**config.mk**
```make
export PLATFORM = sky130hd
export DESIGN_NAME = lsu_mc
export DESIGN_NICKNAME = d
export VERILOG_FILES = /design/src/rtl/lsu_mc.sv
export SDC_FILE = /design/constraint.sdc
export NUM_CORES = 1
export LEC_CHECK = 0
export ABC_AREA = 1
export ABC_CLOCK_PERIOD_IN_PS = 1900
export BUFFER_PORTS_ARGS = -buffer_cell sky130_fd_sc_hd__clkbuf_2
export CORE_AREA = 2 2 100 122
export DETAILED_ROUTE_END_ITERATION = 7
export DIE_AREA = 0 0 102 124
export GPL_TIMING_DRIVEN = 0
export HOLD_SLACK_MARGIN = 0.1
export PLACE_DENSITY = 0.8
export SYNTH_ARGS = -nofsm -noshare
export SYNTH_HDL_FRONTEND = slang
export SYNTH_SLANG_ARGS = --single-unit
```
**constraint.sdc**
```tcl
create_clock -name clk -period 1.9 [get_ports clk]
set_clock_uncertainty 0.05 [all_clocks]
set_input_delay 0.38 -clock clk [delete_from_list [all_inputs] [get_ports clk]]
set_output_delay 0.38 -clock clk [all_outputs]
set_load 0.01 [all_outputs]
```
**src/rtl/lsu_mc.sv**
```systemverilog
// Multi-cycle load/store unit between the EXU request/response port and a
// variable-latency data memory. Handles sizing, byte strobes, misalignment and bus timeout.
module lsu_mc #(
    parameter int ADDR_W  = 32,
    parameter int DATA_W  = 32,
    parameter int TIMEOUT = 255,
    parameter int CNT_W   = 8
) (
    input  logic                clk,
    input  logic                rst,
    input  logic                req_valid,
    output logic                req_ready,
    input  logic                req_wen,
    input  logic [1:0]          req_size,
    input  logic                req_signed,
    input  logic [ADDR_W-1:0]   req_addr,
    input  logic [DATA_W-1:0]   req_wdata,
    output logic                resp_valid,
    input  logic                resp_ready,
    output logic [DATA_W-1:0]   resp_rdata,
    output logic                resp_err,
    output logic                mem_req_valid,
    input  logic                mem_req_ready,
    output logic                mem_wen,
    output logic [ADDR_W-1:0]   mem_addr,
    output logic [DATA_W/8-1:0] mem_wstrb,
    output logic [DATA_W-1:0]   mem_wdata,
    input  logic                mem_resp_valid,
    input  logic [DATA_W-1:0]   mem_resp_rdata
);

    localparam int STRB_W = DATA_W / 8;
    localparam int OFF_W  = $clog2(STRB_W);
    localparam logic [CNT_W-1:0] TO_LAST = (TIMEOUT == 0) ? '0 : CNT_W'(TIMEOUT - 1);

    typedef enum logic [1:0] {
        S_IDLE,
        S_REQ,
        S_WAIT,
        S_RESP
    } state_t;

    state_t              r_state;
    state_t              w_next;
    logic                r_wen;
    logic [1:0]          r_size;
    logic                r_signed;
    logic [OFF_W-1:0]    r_off;
    logic [ADDR_W-1:0]   r_mem_addr;
    logic [STRB_W-1:0]   r_mem_wstrb;
    logic [DATA_W-1:0]   r_mem_wdata;
    logic [DATA_W-1:0]   r_rdata;
    logic                r_err;
    logic [CNT_W-1:0]    r_cnt;

    logic [OFF_W-1:0]    w_off;
    logic                w_misalign;
    logic                w_bad;
    logic                w_timeout;

    function automatic logic [STRB_W-1:0] f_strb(input logic [1:0] size, input logic [OFF_W-1:0] off);
        logic [15:0] m;
        m = (16'd1 << (5'd1 << size)) - 16'd1;
        return STRB_W'(m << off);
    endfunction

    // Pick the addressed lane, then zero/sign-extend from the access width.
    function automatic logic [DATA_W-1:0] f_ext(input logic [DATA_W-1:0] rd, input logic [1:0] size,
                                                input logic sgn, input logic [OFF_W-1:0] off);
        logic [DATA_W-1:0] lane;
        logic [DATA_W-1:0] mask;
        logic              msb;
        int                bits;
        lane = rd >> {off, 3'b000};
        case (size)
            2'd0:    begin bits = 8;      msb = lane[7];  end
            2'd1:    begin bits = 16;     msb = lane[15]; end
            2'd2:    begin bits = 32;     msb = lane[31]; end
            default: begin bits = DATA_W; msb = 1'b0;     end
        endcase
        mask = ~({DATA_W{1'b1}} << bits);
        return (lane & mask) | ({DATA_W{sgn & msb}} & ~mask);
    endfunction

    assign w_off     = req_addr[OFF_W-1:0];
    assign w_timeout = (TIMEOUT != 0) && (r_cnt == TO_LAST);

    // NOTE: every always_comb output gets a default first so no latch is inferred.
    always_comb begin
        w_misalign = 1'b0;
        case (req_size)
            2'd1:    w_misalign = req_addr[0];
            2'd2:    w_misalign = |req_addr[1:0];
            2'd3:    w_misalign = |req_addr[2:0];
            default: w_misalign = 1'b0;
        endcase
        w_bad = w_misalign || ((req_size == 2'd3) && (DATA_W == 32));
    end

    always_comb begin
        w_next = r_state;
        case (r_state)
            S_IDLE: if (req_valid) w_next = w_bad ? S_RESP : S_REQ;
            S_REQ: begin
                if (w_timeout)          w_next = S_RESP;
                else if (mem_req_ready) w_next = S_WAIT;
            end
            // A response on the timeout cycle still completes normally.
            S_WAIT: if (mem_resp_valid || w_timeout) w_next = S_RESP;
            S_RESP: if (resp_ready) w_next = S_IDLE;
            default: w_next = S_IDLE;
        endcase
    end

    always_ff @(posedge clk or negedge rst) begin
        if (!rst) r_state <= S_IDLE;
        else      r_state <= w_next;
    end

    always_ff @(posedge clk or negedge rst) begin
        if (!rst) begin
            r_wen       <= 1'b0;
            r_size      <= '0;
            r_signed    <= 1'b0;
            r_off       <= '0;
            r_mem_addr  <= '0;
            r_mem_wstrb <= '0;
            r_mem_wdata <= '0;
            r_rdata     <= '0;
            r_err       <= 1'b0;
            r_cnt       <= '0;
        end else begin
            r_cnt <= ((r_state == S_REQ) || (r_state == S_WAIT)) ? r_cnt + 1'b1 : '0;
            case (r_state)
                S_IDLE: if (req_valid) begin
                    r_wen       <= req_wen;
                    r_size      <= req_size;
                    r_signed    <= req_signed;
                    r_off       <= w_off;
                    r_mem_addr  <= req_addr & ~ADDR_W'(STRB_W - 1);
                    r_mem_wstrb <= f_strb(req_size, w_off);
                    r_mem_wdata <= req_wdata << {w_off, 3'b000};
                    if (w_bad) begin
                        r_err   <= 1'b1;
                        r_rdata <= '0;
                    end
                end
                S_REQ: if (w_timeout) begin
                    r_err   <= 1'b1;
                    r_rdata <= '0;
                end
                S_WAIT: begin
                    if (mem_resp_valid) begin
                        r_err   <= 1'b0;
                        r_rdata <= r_wen ? '0 : f_ext(mem_resp_rdata, r_size, r_signed, r_off);
                    end else if (w_timeout) begin
                        r_err   <= 1'b1;
                        r_rdata <= '0;
                    end
                end
                S_RESP: if (resp_ready) begin
                    r_err   <= 1'b0;
                    r_rdata <= '0;
                end
                default: ;
            endcase
        end
    end

    assign req_ready     = (r_state == S_IDLE);
    assign resp_valid    = (r_state == S_RESP);
    assign mem_req_valid = (r_state == S_REQ);
    assign resp_rdata    = r_rdata;
    assign resp_err      = r_err;
    assign mem_wen       = r_wen;
    assign mem_addr      = r_mem_addr;
    assign mem_wstrb     = r_mem_wstrb;
    assign mem_wdata     = r_mem_wdata;

endmodule

```
======== After elaboration in Yosys (flattened, before gate mapping) ========
Cells that the tools add are included.
storage, ports and cells
  bits in writable memories ............... 0
  bits in registers ....................... 115
  output and inout bits ................... 105
  memories kept ........................... 0
  ROM bits ................................ 0
  latch bits .............................. 0
  word-level logic and storage cells ...... 77
operators by class
  order comparisons ....................... 0
  $add $sub $neg .......................... 2
  multiplexer cells ....................... 28
  div/mod/pow operators ................... 0
  bitwise operators ....................... 6
  shift operators ......................... 6
  multipliers ............................. 0
  reduce and logical (&&, ||, !) cells .... 10
  eq/ne operators ......................... 14
operator list
  kind                                                                      number
  32-bit two-way mux                                                        8
  32-bit case mux with 4 select lines                                       1
  32-bit AND                                                                2
  32-bit NOT                                                                2
  32-bit OR                                                                 1
  32-bit by 32-bit left shift with 32-bit output (first input constant)     1
  32-bit by 5-bit left shift with 32-bit output                             1
  32-bit by 5-bit >> shifter with 32-bit output                             1
  1-bit by 5-bit left shift with 16-bit output (first input constant)       1
  16-bit by 2-bit left shift with 4-bit output                              1
  16-bit by 1-bit subtractor with 16-bit output (second input constant)     1
  2-bit two-way mux                                                         6
  6-bit case mux with 2 select lines                                        1
  2-bit == test (second input constant)                                     5
  8-bit by 1-bit adder with 8-bit output (second input constant)            1
  8-bit == test (second input constant)                                     1
  8-bit two-way mux                                                         1
  2-bit case mux with 4 select lines                                        1
  1-bit two-way mux                                                         7
  2-bit by 1-bit == test with 1-bit output (second input constant)          3
  1-bit case mux with 3 select lines                                        2
  1-bit by 2-bit left shift with 5-bit output (first input constant)        1
  2-bit logical NOT                                                         2
  2-bit by 1-bit inequality test with 1-bit output (second input constant)  2
  10 further kinds                                                          13

======== Logic depth before layout (Yosys ltp) ========
  word-level depth ........................ 12
  mapped depth ............................ 11
  depth with buffers taken out ............ 10

======== Worst setup path after synthesis ========
Ideal clock, no wire load.
  path type ............................... register to register
  from .................................... register r_size[1]
  to ...................................... register r_rdata[16] (netlist: resp_rdata[16])
  slack ................................... 229 ps
  cell stages (with the launch flop) ...... 8
  setup time .............................. 117 ps
  data required time ...................... 1,733 ps
  clock period less this slack ............ 1,671 ps
  path buffers ............................ 0
  data arrival time ....................... 1,503 ps
  cell sequence ........................... dfrtp_1 -> nor2_1 -> clkinv_1 -> ha_1 -> inv_1 -> o21ai_0 -> nand3_1 -> nand2_1
on the way
  cells in the longest elaborated chain, start to end .. 12
  elaborated cells on any way between the ends .. 19
  those cells by class .................... eq/ne (2); shift (1); mux (9); bitwise (6); reduce/logical (1)
ends and longest elaborated chain
  item                                                                           line  source
  start, declared                                                                46    logic [1:0] r_size;
  start signal, assigned                                                         137   r_size <= req_size;
  2-bit by 1-bit == test with 1-bit output or 2-bit logical NOT (tied branches)  75    case (size)
  6-bit case mux with 2 select lines                                             75
  32-bit two-way mux                                                             153   if (mem_resp_valid) begin
  32-bit two-way mux                                                             134   case (r_state)
  32-bit by 32-bit left shift with 32-bit output                                 81    mask = ~({DATA_W{1'b1}} << bits);
  32-bit NOT                                                                     81
  32-bit NOT                                                                     82    return (lane & mask) | ({DATA_W{sgn & msb}} & ~mask);
  32-bit AND                                                                     82
  32-bit OR (*)                                                                  82
  32-bit two-way mux (*)                                                         155   r_rdata <= r_wen ? '0 : f_ext(mem_resp_rdata, r_size, r_signed, r_off);
  32-bit two-way mux (*)                                                         153
  32-bit case mux with 4 select lines (*)                                        134
  end signal, assigned                                                           155
  end, declared                                                                  52    logic [DATA_W-1:0] r_rdata;
Mark *: on every way between the ends. The rest lies on a longest branch, timed or not. The select of a mux whose other input is x is not followed.
A chain may end at the register's enable or synchronous reset.

======== Worst setup path after layout ========
  from .................................... register r_state[1]
  to ...................................... register r_rdata[8] (netlist: resp_rdata[8])
on the way
  cells in the longest elaborated chain, start to end .. 3
  elaborated cells on any way between the ends .. 9
  those cells by class .................... eq/ne (6); mux (1); reduce/logical (2)
ends and longest elaborated chain
  item                                                                                                 line  source
  start, declared                                                                                      43    state_t r_state;
  start signal, assigned                                                                               117   else r_state <= w_next;
  2-bit == test or 2-bit logical NOT (tied branches)                                                   134
  2-bit by 1-bit inequality test with 1-bit output (no line) or 2-bit inequality test (tied branches)  n/a
  3-bit AND reduction (no line)                                                                        n/a
Several ways; a longest one is shown, not always the timed one.

==> flow_metrics.tcl <==
set metrics [dict create \
    status "complete, no violations" \
    grt_setup_unrepaired "no" \
    finalHoldViolCount 0 \
    port_buffers 207 \
    die_area_um2 12600 \
    synth-seq-area-share_pct 51.2 \
    p_sw_share_pct 41.2 \
    slew_headroom_pct 41.2 \
    viasPerCell 5.12 \
    setup_slack_ns 0.121 \
    whs_endpoint "mem_addr[28]" \
    avgSynthCellArea_um2 8.44 \
    drc 0 \
    end_kind "register" \
    tns_ns 0 \
    power_frac_comb_pct 42.8 \
    clk_pin_slew_ns 0.06 \
    maxSlewViolCount 0 \
    h-tree-depth 4 \
    power.switching_mw 5.00 \
    grt_pass1_vias 5350 \
    max_freq_mhz 562 \
    worstPathArrival_ns 2.08 \
    synth_edf_count 0 \
    coreArea_um2 11400 \
    die-height_um 124 \
    fin_nets 1009 \
    yosysMostFrequentCell "nand2_1" \
    fin_crit_ns 1.78 \
    numCtsBuffers 17 \
    fillCellCount 1025 \
    hold_path.class "primary input to register" \
    critPathLaunchType "register" \
    grt_max_degree 116 \
    antenna_left 0 \
    chipWidth_um 102 \
    ios 211 \
    power_per_cell_area_nw_per_um2 1620 \
    whs_ns 0.111 \
    grt_pass1_wl_mm 25.6 \
    whs_path_depth 3 \
    yosysUniqueCellTypes 38 \
    cp_max_fo 10 \
    reg2reg_depth 7 \
    intPower_mw 7.12 \
    antenna_found_initial 0 \
    groute.usage.overall_pct 26.0 \
    synth_top_cell_by_area "dfrtp_1" \
    n_antenna_cell 0 \
    tritoncts "built" \
    syn_area_um2 5620 \
    ff2ff_setup_slack_ns 0.12 \
    timing.max_cap.violations 0 \
    clock-sinks 115 \
    ir_drop_v 0.000811 \
    cts_buffer_depth 2 \
    area_growth_pct 33.3 \
    fin_util_pct 65.7 \
    wire_per_inst_um 15.2 \
    drive_gt1_share_pct 32.3 \
    synthArstFlopShare_pct 100 \
    gp_congestion 0.957 \
    post-place-ws_ns -0.133 \
    dr.first_iter.drc_count 292 \
    multiInputGateArea_um2 2430 \
    synth_seq_cells 115 \
    min_from "req_addr[28]" \
    seqPwrFrac_pct 32.2 \
    r2r-end "resp_rdata[8]" \
    synth_cells 666 \
    initial_core_util_pct 49.3 \
    worstPathRequired_ns 2.20 \
    leakage_nw 4.16 \
    p_total_mw 12.1 \
    synthTopCellsByCount "nand2_1 (245), dfrtp_1 (115), o21ai_0 (63)" \
    vias 5455 \
    critical_path_class "register to register" \
    synth_ff_type "dfrtp_1" \
    cts_root_buffer "clkbuf_16" \
    ys_warn_count 0 \
    synthTopCellsByArea "dfrtp_1 (51%), nand2_1 (16%), o21ai_0 (5.6%)" \
    clock_latency_ns 0.40 \
    grt_overflow 0 \
    drt-total-wl_mm 16.2 \
    register_area_um2 2880 \
    dp_hpwl_mm 12.0 \
    std_cell_rows 43 \
    final-setup-viol-count 0 \
    tightest_slew_ns 0.882 \
    reg2reg_from "r_state[1]" \
    yosysTopAreaCellShare_pct 51.2 \
    clkPwrFrac_pct 25.1 \
    fin_crit_sh_pct 93.6 \
    drtPass1Iterations 5 \
]
==> what timing repair did <==
item,in CTS,in global routing
buffers inserted,0,2
setup endpoints to repair,58,82
gates resized for setup,4,12
endpoints found under the hold margin,42,0
cloned,0,0
hold buffers,1,0
==> critical path, stage by stage (launching register included) <==
cell and delay, ns:
dfrtp_1 0.41, inv_1 0.11, ha_4 0.31, nand4_1 0.26, nor2_8 0.22, buf_6 0.16
nand3_1 0.12, nand2_1 0.08
==> state kept, by name (all words and copies together) (netlist names) <==
signal	flops
mem_addr	30
mem_wdata	32
mem_wen	1
mem_wstrb	4
r_cnt	8
r_off	2
r_signed	1
r_size	2
r_state	2
resp_err	1
resp_rdata	32
==> metal layers <==
metal  global-route usage (%)  wire [µm]  vias up
met4                     9.92        355        0
met1                     32.0       6550     2530
met2                     44.0       8040      235
li1                         -          -     2655
met5                        0          0        -
met3                     6.68       1210       35
==> power by group through the flow <==
stage / Sequential [mW] / Clock [mW] / Combinational (mW)
after floorplan: 4.22 / 0 / 2.87
after global placement: 3.89 / 0 / 5.00
after detailed placement: 3.90 / 0 / 5.09
after CTS: 3.90 / 3.07 / 5.13
after global routing: 4.01 / 3.18 / 5.77
final: 3.90 / 3.04 / 5.18
==> stage by stage <==
| stage | cell area [µm²] | instances |
|---|---|---|
| after floorplan | 5620 | 667 |
| after global placement | 6860 | 1031 |
| after detailed placement | 6860 | 1031 |
| after CTS | 7450 | 1064 |
| after global routing | 7490 | 1066 |
| final | 7490 | 1066 |
==> how the worst max path moves through the flow <==
| stage | startpoint | end | slack, ns | cells after the start |
|---|---|---|---|---|
| 5_1_grt | r_state[1] | resp_rdata[1] | 0.02 | 11 |
| 2_1_floorplan | r_size[1] | resp_rdata[16] | 0.23 | 7 |
| 3_5_place_dp | r_state[0] | mem_wdata[28] | -0.13 | 7 |
| 3_3_place_gp | rst | mem_addr[4] | -1.27 | 1 |
| 4_1_cts | r_state[1] | mem_addr[8] | 0.01 | 8 |
| 6_report | r_state[1] | resp_rdata[8] | 0.12 | 7 |
==> layout make-up <==
cell class	count	share of cell area [%]
Buffer	34	2.84
Clock buffer	18	5.86
Clock inverter	14	1.72
Inverter	36	1.85
Multi-Input combinational cell	482	32.4
Sequential cell	115	38.4
Tap cell	157	2.62
Timing Repair Buffer	210	14.3
==> cells by family after synthesis <==
logic type	share of synthesized area (%)
AND/OR/NAND/NOR	26.4
buffers and inverters	6.12
adder cells (fa/ha/maj)	1.56
flip-flops	51.2
AO/OA/AOI/OAI	11.3
multiplexers	3.38
other	0.0667
==> layout by cell type, fill, tap and decap left out, types with 2 or more instances in the layout <==
master	n
nand2_1	244
clkbuf_2	207
dfrtp_1	115
o21ai_0	60
nand3_1	43
nor2_1	35
inv_1	29
o221ai_1	20
mux2i_1	19
clkbuf_16	17
clkbuf_1	11
buf_2	10
nand2_2	8
buf_6	7
a21oi_1	6
ha_1	6
clkinvlp_4	6
nand2_4	5
nor3_1	5
buf_4	5
inv_2	4
inv_6	4
a22o_1	3
o21ai_1	3
nand4_1	3
nor2_2	3
clkinv_2	3
o311ai_0	2
clkbuf_4	2
and3_1	2
conb_1	2
clkbuf_8	2
(Power assumes the default switching activity.)
